## src/rtl/sym_feeder.sv

```systemverilog
// Symbol feeder for the 0-6-4-2 sequence detector: valid/ready FIFO, registered output, saturating delivery count.
// Optional macro SYM_FEEDER_BYPASS_EN: an empty FIFO forwards an accepted symbol straight to out_sym on the same edge.
module sym_feeder #(
    parameter int         DEPTH    = 8,
    parameter logic [2:0] IDLE_SYM = 3'd7,
    parameter int         CNT_W    = 16
) (
    input  logic                     clk,
    input  logic                     rst,
    input  logic                     in_valid,
    input  logic [2:0]               in_data,
    output logic                     in_ready,
    input  logic                     out_en,
    input  logic                     flush,
    output logic [2:0]               out_sym,
    output logic                     out_valid,
    output logic [$clog2(DEPTH):0]   level,
    output logic [CNT_W-1:0]         sent_cnt
);

    localparam int AW = $clog2(DEPTH);
    localparam int LW = AW + 1;

    logic [2:0]    mem_r [DEPTH];
    logic [AW-1:0] wr_ptr_r;
    logic [AW-1:0] rd_ptr_r;
    logic [LW-1:0] level_r;
    logic [2:0]    out_sym_r;
    logic          out_valid_r;
    logic [CNT_W-1:0] sent_cnt_r;

    logic full_s;
    logic empty_s;
    logic in_ready_s;
    logic accept_s;
    logic bypass_s;
    logic push_s;
    logic pop_s;
    logic cnt_max_s;

    function automatic logic [AW-1:0] ptr_next(input logic [AW-1:0] p);
        if (p == AW'(DEPTH - 1)) begin
            return {AW{1'b0}};
        end else begin
            return p + AW'(1);
        end
    endfunction

    // Handshake and FIFO control decode
    always_comb begin
        full_s     = (level_r == LW'(DEPTH));
        empty_s    = (level_r == {LW{1'b0}});
        in_ready_s = !full_s && !flush;
        accept_s   = in_valid && in_ready_s;
`ifdef SYM_FEEDER_BYPASS_EN
        bypass_s   = accept_s && out_en && empty_s;
`else
        bypass_s   = 1'b0;
`endif
        push_s     = accept_s && !bypass_s;
        pop_s      = out_en && !empty_s && !flush;
        cnt_max_s  = &sent_cnt_r;
    end

    // FIFO storage; contents are don't-care until written, so no reset
    always_ff @(posedge clk) begin
        if (push_s) begin
            mem_r[wr_ptr_r] <= in_data;
        end
    end

    // Pointers, occupancy, output register and delivery counter
    always_ff @(posedge clk or posedge rst) begin
        if (rst) begin
            wr_ptr_r    <= {AW{1'b0}};
            rd_ptr_r    <= {AW{1'b0}};
            level_r     <= {LW{1'b0}};
            out_sym_r   <= IDLE_SYM;
            out_valid_r <= 1'b0;
            sent_cnt_r  <= {CNT_W{1'b0}};
        end else if (flush) begin
            // sent_cnt deliberately survives a flush
            wr_ptr_r    <= {AW{1'b0}};
            rd_ptr_r    <= {AW{1'b0}};
            level_r     <= {LW{1'b0}};
            out_sym_r   <= IDLE_SYM;
            out_valid_r <= 1'b0;
        end else begin
            if (push_s) begin
                wr_ptr_r <= ptr_next(wr_ptr_r);
            end else begin
                wr_ptr_r <= wr_ptr_r;
            end
            if (pop_s) begin
                rd_ptr_r <= ptr_next(rd_ptr_r);
            end else begin
                rd_ptr_r <= rd_ptr_r;
            end
            if (push_s && !pop_s) begin
                level_r <= level_r + LW'(1);
            end else if (pop_s && !push_s) begin
                level_r <= level_r - LW'(1);
            end else begin
                level_r <= level_r;
            end
            if (pop_s) begin
                out_sym_r   <= mem_r[rd_ptr_r];
                out_valid_r <= 1'b1;
            end else if (bypass_s) begin
                out_sym_r   <= in_data;
                out_valid_r <= 1'b1;
            end else if (out_en) begin
                // starved: idle symbol breaks any partial match downstream
                out_sym_r   <= IDLE_SYM;
                out_valid_r <= 1'b0;
            end else begin
                out_sym_r   <= out_sym_r;
                out_valid_r <= out_valid_r;
            end
            if ((pop_s || bypass_s) && !cnt_max_s) begin
                sent_cnt_r <= sent_cnt_r + CNT_W'(1);
            end else begin
                sent_cnt_r <= sent_cnt_r;
            end
        end
    end

    assign in_ready  = in_ready_s;
    assign out_sym   = out_sym_r;
    assign out_valid = out_valid_r;
    assign level     = level_r;
    assign sent_cnt  = sent_cnt_r;

endmodule

```

## config.mk

```make
export PLATFORM = sky130hd
export DESIGN_NAME = sym_feeder
export DESIGN_NICKNAME = d
export VERILOG_FILES = /design/src/rtl/sym_feeder.sv
export SDC_FILE = /design/constraint.sdc
export NUM_CORES = 1
export LEC_CHECK = 0
export BUFFER_PORTS_ARGS = -buffer_cell sky130_fd_sc_hd__buf_2
export CORE_MARGIN = 1.5
export CORE_UTILIZATION = 30
export DETAILED_ROUTE_END_ITERATION = 16
export PLACE_DENSITY = 0.43
export SLEW_MARGIN = 30
export SYNTH_ARGS = -nofsm -noshare
export SYNTH_HDL_FRONTEND = slang
export SYNTH_SLANG_ARGS = --single-unit
```

## constraint.sdc

```tcl
create_clock -name clk -period 2.6 [get_ports clk]
set_input_delay 0.39 -clock clk [delete_from_list [all_inputs] [get_ports clk]]
set_output_delay 0.39 -clock clk [all_outputs]
set_load 0.05 [all_outputs]
```

==> Implementation_results.wiki, run 1 <==
{| class="wikitable"
! Metric !! Value
|-
| Status || completed
|-
| Cell type group with the largest total delay on the critical path || compound AO/OA/AOI/OAI gates
|-
| Classification of the worst setup path || reg2reg
|-
| Leakage power summed over all cells || between 0.001 and 0.0015 uW
|-
| Top-area cell type share of the netlist area || 0.280
|-
| Estimated wirelength of the detail-placed design || ~3900 microns
|-
| Slew Limit Fails || 0
|-
| Register bit total from synthesis || 54
|-
| Count of buffers from port buffering || 32
|-
| # IOs || 33
|-
| Top achievable clock speed || about 420 MHz
|-
| Fin crit share || 0.907
|-
| Final #Nets || about 260
|-
| Routed length on met3 || ~180 microns
|-
| Number of buffers created by CTS || 5
|-
| Final critical-path required period || between 2 and 2.5 ns
|-
| Final Skew || around 0.0085 ns
|-
| Clock slew at reported path FFs || 0.10 ns
|-
| Uppermost metal layer occupied by signal nets || met4
|-
| Die Height || roughly 96 microns
|-
| CTS sink cnt || 54
|-
| Class of the worst hold path || in2async
|-
| Top post-synthesis cells by area || edfxtp_1 (28%), dfrtp_1 (26%), mux4_2 (5.3%)
|-
| Count of synthesis-stage warnings from yosys || 0
|-
| Width of the die || 95.6 microns
|-
| Wire length of the first global-routing pass || a little under 9000 microns
|-
| Via/cell ratio || between 4 and 5
|-
| Final weighted congestion in routability-driven placement || 0.725
|-
| H-Tree Depth || 2
|-
| Met1 wire length || ~2700 microns
|-
| Ant. Diodes || 0
|-
| Post-synthesis to final-layout area growth || 17.6%
|-
| Count of final hold-check violations || 0
|-
| Sum of met2 wire segment lengths after detailed routing || ~2500 microns
|-
| Req. time, crit path || 2.82 ns
|-
| Setup repair after global routing missed its margin || false
|-
| Placed Area || 2930 sq um
|-
| Tightest slew margin relative to the limit || 0.572
|-
| Fin cells || 348
|-
| Worst ir drop on vdd || approximately 0.28 mV
|-
| Synth Cell Area || around 2600 sq um
|-
| Number of antenna violations at the first check in global routing || 0
|-
| Maximum clock insertion buffer count || 2
|-
| Ys flop type || dfrtp_1
|-
| Hold-fix buffers at CTS || 0
|-
| Distinct cell type count after synthesis || 46
|-
| Overall global routing resource usage || 0.130
|-
| Max_cap viols || 0
|-
| Number of gates resized after CTS || 0
|-
| Sort of element at the end of the critical path || register
|-
| Initial drt markers || 94
|-
| CTS tree || yes
|-
| Finished Cell Area || around 3000 sq um
|-
| Post CTS Setup Buffer Count || 0
|-
| Std-Cell Core Area || a little over 8000 sq um
|-
| Startpoint Class || register
|-
| Number of flops mapped to enable cells by yosys || 24
|-
| Effective utilization at floorplan || 0.311
|-
| Clock network latency to the later pin of the worst-skew pair || roughly 0.32 ns
|-
| Most repeated cell in the gate-level netlist after synthesis || dfrtp_1
|-
| Row cnt || 33
|-
| Critical path cell sequence || nor4b_1 -> nor2_1 -> nand2_1 -> ha_1 -> a21o_2 -> a2111oi_0 -> a311oi_1 -> o31ai_1
|-
| Final Setup Violations || 0
|-
| Slowest stage cell on the critical path || dfrtp_1
|-
| Antenna-violating nets left || 0
|-
| Post-detailed-route DRC marker count || 0
|-
| Detailed-router iteration count before antenna repair || 4
|-
| Utilization after layout || 0.366
|-
| Overall routed net length || roughly 5400 microns
|-
| Nets in the synthesized netlist || approximately 210
|-
| Cells after DPL || between 300 and 400
|-
| Number of vias in the routed layout || approximately 1700
|-
| Slowest stage delay, CP || 0.49 ns
|-
| Commonest cells in the synthesized netlist || dfrtp_1 (27), edfxtp_1 (24), nor2_1 (13)
|-
| Number of standard cells after synthesis || ~200
|-
| Worst Path Arrival || around 2.6 ns
|-
| Largest net degree at the start of global routing || 25
|-
| Crit path buf inv count || 0
|-
| Ratio of cells with drive above 1 in the final layout || 0.288
|-
| Power per standard cell area || 828 nW/um^2
|-
| Routed length per placed instance || 15.6 microns
|-
| PnR Total Power || between 2000 and 3000 uW
|-
| CTS Root Buffer Type || clkbuf_8
|-
| Async set or reset register ratio after synthesis || 0.556
|-
| Yosys top cell by area || edfxtp_1
|-
| Average instance area after synthesis || approximately 13 sq um
|-
| Highest net fanout along the worst path || 8
|-
| Share of the yosys chip area belonging to registers || 0.574
|-
| Final-layout setup total negative slack || 0 ns
|-
| GRT Residual Overflow || 0
|-
| Worst slew pin tran || around 0.64 ns
|-
| Via count of the first global-routing pass || around 1700
|-
| Overall die area || around 9100 sq um
|}
[where the power goes]
part / switching (uW) / total (uW) / internal (uW)
sequential: 176 / 1170 / 998
clock: 300 / 499 / 199
combinational: 533 / 833 / 299
[flip-flops by register name, indices dropped and copies added, names as in the netlist]
name       count
out_valid      1
rd_ptr_r       3
mem_r         24
sent_cnt      16
wr_ptr_r       3
out_sym        3
level          4
[layer usage]
layer	track usage	vias to the layer above
met5	0	-
met4	0.0478	0
met3	0.0239	7
met2	0.198	26
met1	0.182	801
li1	-	831
[layout make-up]
cell class	count	area (sq um)
well taps	105	131
multi-input cells	134	1060
fillers	808	5230
flip-flops and latches	54	1480
inverters	4	15.0
clock buffers	5	68.8
repair buffers	43	243
clock inverters	3	26.3
[path summary, 6_finish.rpt]
check	from	to	slack (ns)	depth (start not counted)
setup / recovery	level[0]	level[3]	0.24	8
hold / removal	rst	level[0]	0.15	2
setup reg to reg	level[0]	level[3]	0.24	8
hold reg to reg	sent_cnt[10]	sent_cnt[10]	0.51	1
max in group asynchronous	rst	out_sym[0]	1.82	3
min in group clk	in_data[0]	mem_r[4][0]	0.34	1
[cells by family (layout without fill, tap and decap cells)]
family | count (synthesis) | in the layout | share of synthesized area
adder cells (fa/ha/maj) | 8 | 8 | 0.0418
XOR/XNOR | 16 | 16 | 0.0545
buffers and inverters | 9 | 55 | 0.0165
AND/OR/NAND/NOR | 75 | 75 | 0.162
flip-flops | 54 | 54 | 0.574
AO/OA/AOI/OAI | 18 | 18 | 0.0526
multiplexers | 17 | 17 | 0.0988
[through the flow]
step | setup slack (ns) | hold WS, ns
2_1_floorplan | 0.0210 | 0.479
3_3_place_gp | 0.344 | 0.486
3_5_place_dp | 0.296 | 0.486
4_1_cts | 0.262 | 0.181
5_1_grt | 0.0565 | 0.200
6_report | 0.242 | 0.146
[cell usage in the layout, fill, tap and decap left out, drive strengths merged, types with 7 or more instances in the layout]
master and count:
buf 43, dfrtp 27, edfxtp 24, nor2 13
nor3 12, nand2 12, xnor2 11, nand4 7
ha 7, mux2i 7
(Power assumes the default switching activity.)
==> run 2, diff against run 1 <==
--- a/config.mk
+++ b/config.mk
@@ -7,9 +7,9 @@
 export LEC_CHECK = 0
 export BUFFER_PORTS_ARGS = -buffer_cell sky130_fd_sc_hd__buf_2
 export CORE_MARGIN = 1.5
-export CORE_UTILIZATION = 30
+export CORE_UTILIZATION = 27
 export DETAILED_ROUTE_END_ITERATION = 16
-export PLACE_DENSITY = 0.43
+export PLACE_DENSITY = 0.39
 export SLEW_MARGIN = 30
 export SYNTH_ARGS = -nofsm -noshare
 export SYNTH_HDL_FRONTEND = slang
==> constraint.sdc (replaced) <==
create_clock -name clk -period 2.7 [get_ports clk]
set_input_delay 0.405 -clock clk [delete_from_list [all_inputs] [get_ports clk]]
set_output_delay 0.405 -clock clk [all_outputs]
set_load 0.05 [all_outputs]
==> run 2 against run 1 <==
Compared with the run above:
- highest routed layer unchanged
- clock skew grew 0.0025 ns
- non-clock buffer count is 2 lower
- worst setup slack better by 0.16 ns
- final area rose by 0.12%
- wire length up 3.2%
- critical path depth is the same
- combinational power shrank 4.4%
==> Implementation_results.wiki, run 2 (same netlist as run 1, synthesis figures left out) <==
{| class="wikitable"
! Metric !! Value
|-
| Status || completed
|-
| Worst Path Arrival || 2.53 ns
|-
| Power per standard cell area || 794 nW/um^2
|-
| Share of total power in combinational logic || 0.331
|-
| Width of the die || between 100 and 150 microns
|-
| Tightest slew margin relative to the limit || 0.547
|-
| GRT Residual Overflow || 0
|-
| Startpoint Class || register
|-
| P_int || ~1500 uW
|-
| Wire length of the first global-routing pass || between 9000 and 10000 microns
|-
| Fin crit share || 0.853
|-
| Critical path cell sequence || nor4b_1 -> nor2_1 -> nand2_1 -> ha_1 -> a21o_2 -> a2111oi_0 -> a311oi_1 -> o31ai_1
|-
| Class of the worst hold path || in2async
|-
| Die Height || around 100 microns
|-
| Number of vias in the routed layout || between 1500 and 2000
|-
| Overall global routing resource usage || 0.119
|-
| Switch share || 0.396
|-
| Leakage power summed over all cells || between 0.001 and 0.0015 uW
|-
| Count of buffers from port buffering || 32
|-
| Req. time, crit path || slightly below 3 ns
|-
| Final weighted congestion in routability-driven placement || ~0.75
|-
| Sort of element at the end of the critical path || register
|-
| # IOs || 33
|-
| Worst ir drop on vdd || around 0.28 mV
|-
| Slew Limit Fails || 0
|-
| Top achievable clock speed || between 400 and 500 MHz
|-
| Register with the highest flop count || mem_r
|-
| Number of antenna violations at the first check in global routing || 0
|-
| Via count of the first global-routing pass || between 1500 and 2000
|-
| Net switching power figure || approximately 950 uW
|-
| Most common cell after layout, fill and taps aside || buf_2
|-
| Commonest cells after routing, fill and taps aside || buf_2 (32), dfrtp_1 (27), edfxtp_1 (24), nor2_1 (13)
|-
| Detailed-router iteration count before antenna repair || 4
|-
| Max_cap viols || 0
|-
| CTS Root Buffer Type || clkbuf_8
|-
| Clock network latency to the later pin of the worst-skew pair || approximately 0.31 ns
|-
| Slowest stage delay, CP || between 0.4 and 0.5 ns
|-
| Final Skew || roughly 0.011 ns
|-
| Maximum clock insertion buffer count || 2
|-
| H-Tree Depth || 2
|-
| Number of buffers created by CTS || 5
|-
| Via/cell ratio || between 4 and 5
|-
| CTS sink cnt || 54
|-
| Worst slew pin tran || approximately 0.67 ns
|-
| Effective utilization at floorplan || 0.278
|-
| Worst reg2reg path depth || 8
|-
| Final #Nets || about 260
|-
| Routed length per placed instance || 15.1 microns
|-
| Count of final hold-check violations || 0
|-
| Max reg flops || 24
|-
| Number of gates resized after CTS || 0
|-
| Setup repair after global routing missed its margin || false
|-
| Post-detailed-route DRC marker count || 0
|-
| Classification of the worst setup path || reg2reg
|-
| Clock slew at reported path FFs || 0.10 ns
|-
| Ant. Diodes || 0
|-
| Estimated wirelength of the detail-placed design || ~3900 microns
|-
| Share of total power in the clock network || 0.202
|-
| Final Setup Violations || 0
|-
| Post-synthesis to final-layout area growth || 17.8%
|-
| Ratio of cells with drive above 1 in the final layout || 0.278
|-
| Std-Cell Core Area || around 9200 sq um
|-
| Overall die area || between 10000 and 15000 sq um
|-
| Slowest stage cell on the critical path || dfrtp_1
|-
| Power share of the sequential group || 0.467
|-
| Final critical-path required period || 2.30 ns
|-
| Fill cells || 927
|-
| Storage cell area || around 1500 sq um
|-
| Antenna-violating nets left || 0
|-
| Largest net degree at the start of global routing || 31
|-
| Fin Hold WS || around 0.16 ns
|-
| Post CTS Setup Buffer Count || 0
|-
| Row cnt || 35
|-
| Highest net fanout along the worst path || 8
|-
| CTS tree || yes
|-
| Final-layout setup total negative slack || 0 ns
|-
| Overall routed net length || around 5600 microns
|-
| Initial drt markers || between 70 and 80
|-
| Area of the multi-input gates || ~1100 sq um
|-
| Hold-fix buffers at CTS || 0
|}
## run 2: final timing paths
kind | slack (ns) | start | end
min in group clk | 0.38 | in_data[2] | mem_r[7][2]
max reg2reg | 0.40 | level[0] | level[3]
min | 0.16 | rst | level[2]
max in group asynchronous | 2.20 | rst | out_sym[2]
max | 0.40 | level[0] | level[3]
min reg2reg | 0.51 | sent_cnt[10] | sent_cnt[10]
## run 2: worst max-delay path, delay by kind of cell (launching register included)
kind                       cells  cell delay (ns)
AOI/OAI and AO/OA              4             0.80
adders and majority gates      1             0.24
DFF                            1             0.47
and+or+nand+nor                3             0.70
## run 2: per-layer routing
layer  vias up  routed length (microns)  global-route usage
met3         7                      136              0.0229
met1       848                     2770               0.172
met4         0                       83              0.0412
met2        23                     2600               0.179
met5         -                        0                   0
li1        828                        -                   -
## run 2: area by class of cell
cell class,instances,share of cell area
Sequential cell,54,0.487
Multi-Input combinational cell,134,0.348
Timing Repair Buffer,41,0.0752
Tap cell,129,0.0533
Clock buffer,6,0.0273
Inverter,4,0.00496
Clock inverter,2,0.00413
## run 2: metrics by stage
step / instances / util / total power [uW] / setup WS [ns] / area, sq um
5_1_grt: 370 / 0.328 / 2550 / 0.127 / 3030
4_1_cts: 370 / 0.328 / 2440 / 0.371 / 3030
2_1_floorplan: 197 / - / 1730 / 0.0505 / 2570
3_5_place_dp: 362 / 0.317 / 1950 / 0.401 / 2930
6_report: 370 / 0.328 / 2400 / 0.398 / 3030
3_3_place_gp: 362 / 0.317 / 1950 / 0.453 / 2930
## run 2: power by group through the flow
| stage | logic, uW | registers, uW | clock network (uW) |
|---|---|---|---|
| after detailed placement | 805 | 1140 | 0 |
| after global routing | 862 | 1150 | 541 |
| after global placement | 805 | 1140 | 0 |
| final | 796 | 1120 | 485 |
| after floorplan | 390 | 1340 | 0 |
| after CTS | 808 | 1130 | 508 |
==> run 3, diff against run 2 <==
--- a/config.mk
+++ b/config.mk
@@ -7,9 +7,9 @@
 export LEC_CHECK = 0
 export BUFFER_PORTS_ARGS = -buffer_cell sky130_fd_sc_hd__buf_2
 export CORE_MARGIN = 1.5
-export CORE_UTILIZATION = 27
+export CORE_UTILIZATION = 57
 export DETAILED_ROUTE_END_ITERATION = 16
-export PLACE_DENSITY = 0.39
+export PLACE_DENSITY = 0.79
 export SLEW_MARGIN = 30
 export SYNTH_ARGS = -nofsm -noshare
 export SYNTH_HDL_FRONTEND = slang
==> run 3 against run 2 <==
Compared with the run above:
- sequential cell count unchanged
- total power down 0.57%
- largest power group unchanged
- sequential share of layout area up 1.9 points
- wire length down 12%
- register-to-register slack worse by 0.12 ns
- final cell count down 22%
- fmax down 5.0%
- worst setup slack worse by 0.12 ns
- first-iteration DRC count up 35%
- hold slack worse by 0.018 ns
- combinational power about the same
==> Implementation_results.wiki, run 3 (same netlist as run 1, synthesis figures left out) <==
{| class="wikitable"
! Metric !! Value
|-
| Final Setup Violations || 0
|-
| Sort of element at the end of the critical path || register
|-
| Top achievable clock speed || roughly 410 MHz
|-
| # IOs || 33
|-
| Worst flop-to-flop path startpoint || level[0]
|-
| Number of vias in the routed layout || between 1500 and 2000
|-
| Critical path origin || level[0]
|-
| Std-Cell Core Area || ~4400 sq um
|-
| Register with the highest flop count || mem_r
|-
| CTS tree || yes
|-
| Number of buffers created by CTS || 5
|-
| Slew Limit Fails || 0
|-
| Fin Hold WS || roughly 0.14 ns
|-
| Most common cell after layout, fill and taps aside || buf_2
|-
| Startpoint Class || register
|-
| Overall routed net length || 4930 microns
|-
| Maximum clock insertion buffer count || 2
|-
| Max_cap viols || 0
|-
| Number of antenna violations at the first check in global routing || 0
|-
| Met1 track utilization from global routing || 0.279
|-
| Width of the die || about 70 microns
|-
| Setup repair after global routing missed its margin || false
|-
| CTS Root Buffer Type || clkbuf_8
|-
| Utilization after layout || 0.670
|-
| Worst slew pin tran || between 0.6 and 0.7 ns
|-
| Endpoint of the most critical register-to-register path || level[3]
|-
| Last element of the critical path || level[3]
|-
| Worst Path Arrival || 2.61 ns
|-
| Fin cells || 290
|-
| Max reg flops || 24
|-
| Register-to-register path setup slack || 0.28 ns
|-
| Count of final hold-check violations || 0
|-
| Final critical-path required period || 2.42 ns
|-
| Final Skew || a little over 0.007 ns
|-
| Antenna-violating nets left || 0
|-
| Overall global routing resource usage || 0.216
|-
| H-Tree Depth || 2
|-
| Final-layout setup total negative slack || 0 ns
|-
| PnR Total Power || 2390 uW
|-
| CTS sink cnt || between 50 and 60
|-
| Overall die area || ~5000 sq um
|-
| Estimated wirelength of the detail-placed design || ~3400 microns
|-
| Worst ir drop on vdd || 0.524 mV
|-
| Worst reg2reg path depth || 8
|-
| Req. time, crit path || roughly 2.9 ns
|-
| Classification of the worst setup path || reg2reg
|-
| Row cnt || 24
|-
| Class of the worst hold path || in2async
|-
| Post-synthesis to final-layout area growth || 13.4%
|-
| Clock network latency to the later pin of the worst-skew pair || 0.31 ns
|-
| Cells after DPL || ~280
|-
| Met2 global-route usage || 0.348
|-
| Initial drt markers || just under 100
|-
| Count of buffers from port buffering || 32
|-
| Final weighted congestion in routability-driven placement || ~0.76
|-
| Leakage power summed over all cells || between 0.001 and 0.0015 uW
|-
| Via/cell ratio || between 6 and 7
|-
| M3 GR Usage || 0.0519
|-
| Wire length of the first global-routing pass || 8180 microns
|-
| Fin crit share || 0.898
|-
| Commonest cells after routing, fill and taps aside || buf_2 (32), dfrtp_1 (27), edfxtp_1 (24), nor2_1 (13)
|-
| Routed length per placed instance || between 15 and 20 microns
|-
| Global route hottest layer || met2
|-
| Final #Nets || about 250
|-
| Ant. Diodes || 0
|-
| Clock slew at reported path FFs || ~0.10 ns
|-
| Post-detailed-route DRC marker count || 0
|-
| GRT Residual Overflow || 0
|-
| Largest net degree at the start of global routing || 31
|-
| Detailed-router iteration count before antenna repair || 6
|-
| Ratio of cells with drive above 1 in the final layout || 0.277
|-
| Die Height || roughly 70 microns
|-
| Highest net fanout along the worst path || 8
|-
| Power per standard cell area || between 800 and 900 nW/um^2
|-
| Tightest slew margin relative to the limit || 0.532
|-
| Effective utilization at floorplan || 0.591
|-
| Via count of the first global-routing pass || around 1700
|-
| Status || completed
|}
run 3: cell types whose count changed in the layout (fill, tap and decap cells not counted), sizes merged:
| cell | delta |
|---|---|
| buf | -3 |
| clkbuf | -1 |
| clkinv | -1 |
| inv | +2 |
run 3: through the flow:
| stage | instance area (sq um) | worst slack (ns) |
|---|---|---|
| 3_3_place_gp | 2810 | 0.412 |
| 3_5_place_dp | 2810 | 0.176 |
| 4_1_cts | 2910 | 0.132 |
| 5_1_grt | 2920 | 0.101 |
| 6_report | 2920 | 0.277 |
| 2_1_floorplan | 2570 | 0.0505 |
run 3: critical path: stages, from the launching register on:
cell	delay, ns
dfrtp_1	0.48
nor4b_2	0.40
nor2_1	0.12
nand2_1	0.15
ha_1	0.26
a21o_2	0.23
a21o_1	0.20
a311oi_1	0.32
o31ai_1	0.13
run 3: repair_timing:
item | in CTS | in global routing
endpoints found under the setup margin | 0 | 1
resized for setup | 0 | 1
setup buffers | 0 | 0
hold buffers | 0 | 0
endpoints found under the hold margin | 0 | 0
run 3: worst min-delay path by stage:
stage / from / end / slack, ns / cells after the start
6_report: rst / sent_cnt[6] / 0.14 / 3
5_1_grt: rst / sent_cnt[10] / 0.20 / 3
4_1_cts: rst / rd_ptr_r[2] / 0.15 / 3
3_5_place_dp: sent_cnt[10] / sent_cnt[10] / 0.49 / 1
3_3_place_gp: out_valid / out_valid / 0.48 / 1
2_1_floorplan: rst / level[0] / 0.49 / 1
run 3: area by class of cell:
cell class / count / area [sq um]
Sequential cell: 54 / 1480
Fill cell: 316 / 1440
Multi-Input combinational cell: 134 / 1060
Timing Repair Buffer: 38 / 205
Clock buffer: 5 / 68.8
Tap cell: 52 / 65.1
Clock inverter: 3 / 26.3
Inverter: 4 / 15.0
run 3: metal layers:
layer,wire (microns),vias up,share of wire
li1,-,827,-
met1,2080,886,0.42
met2,2510,61,0.51
met3,243,11,0.049
met4,93,0,0.019
met5,0,-,0
run 3: where the power goes:
part           total [uW]  leakage (uW)  internal (uW)  switching (uW)
Sequential           1120      0.000609            962             157
Clock                 477     0.0000491            191             286
Combinational         794      0.000546            280             514
Total                2390       0.00120           1430             957
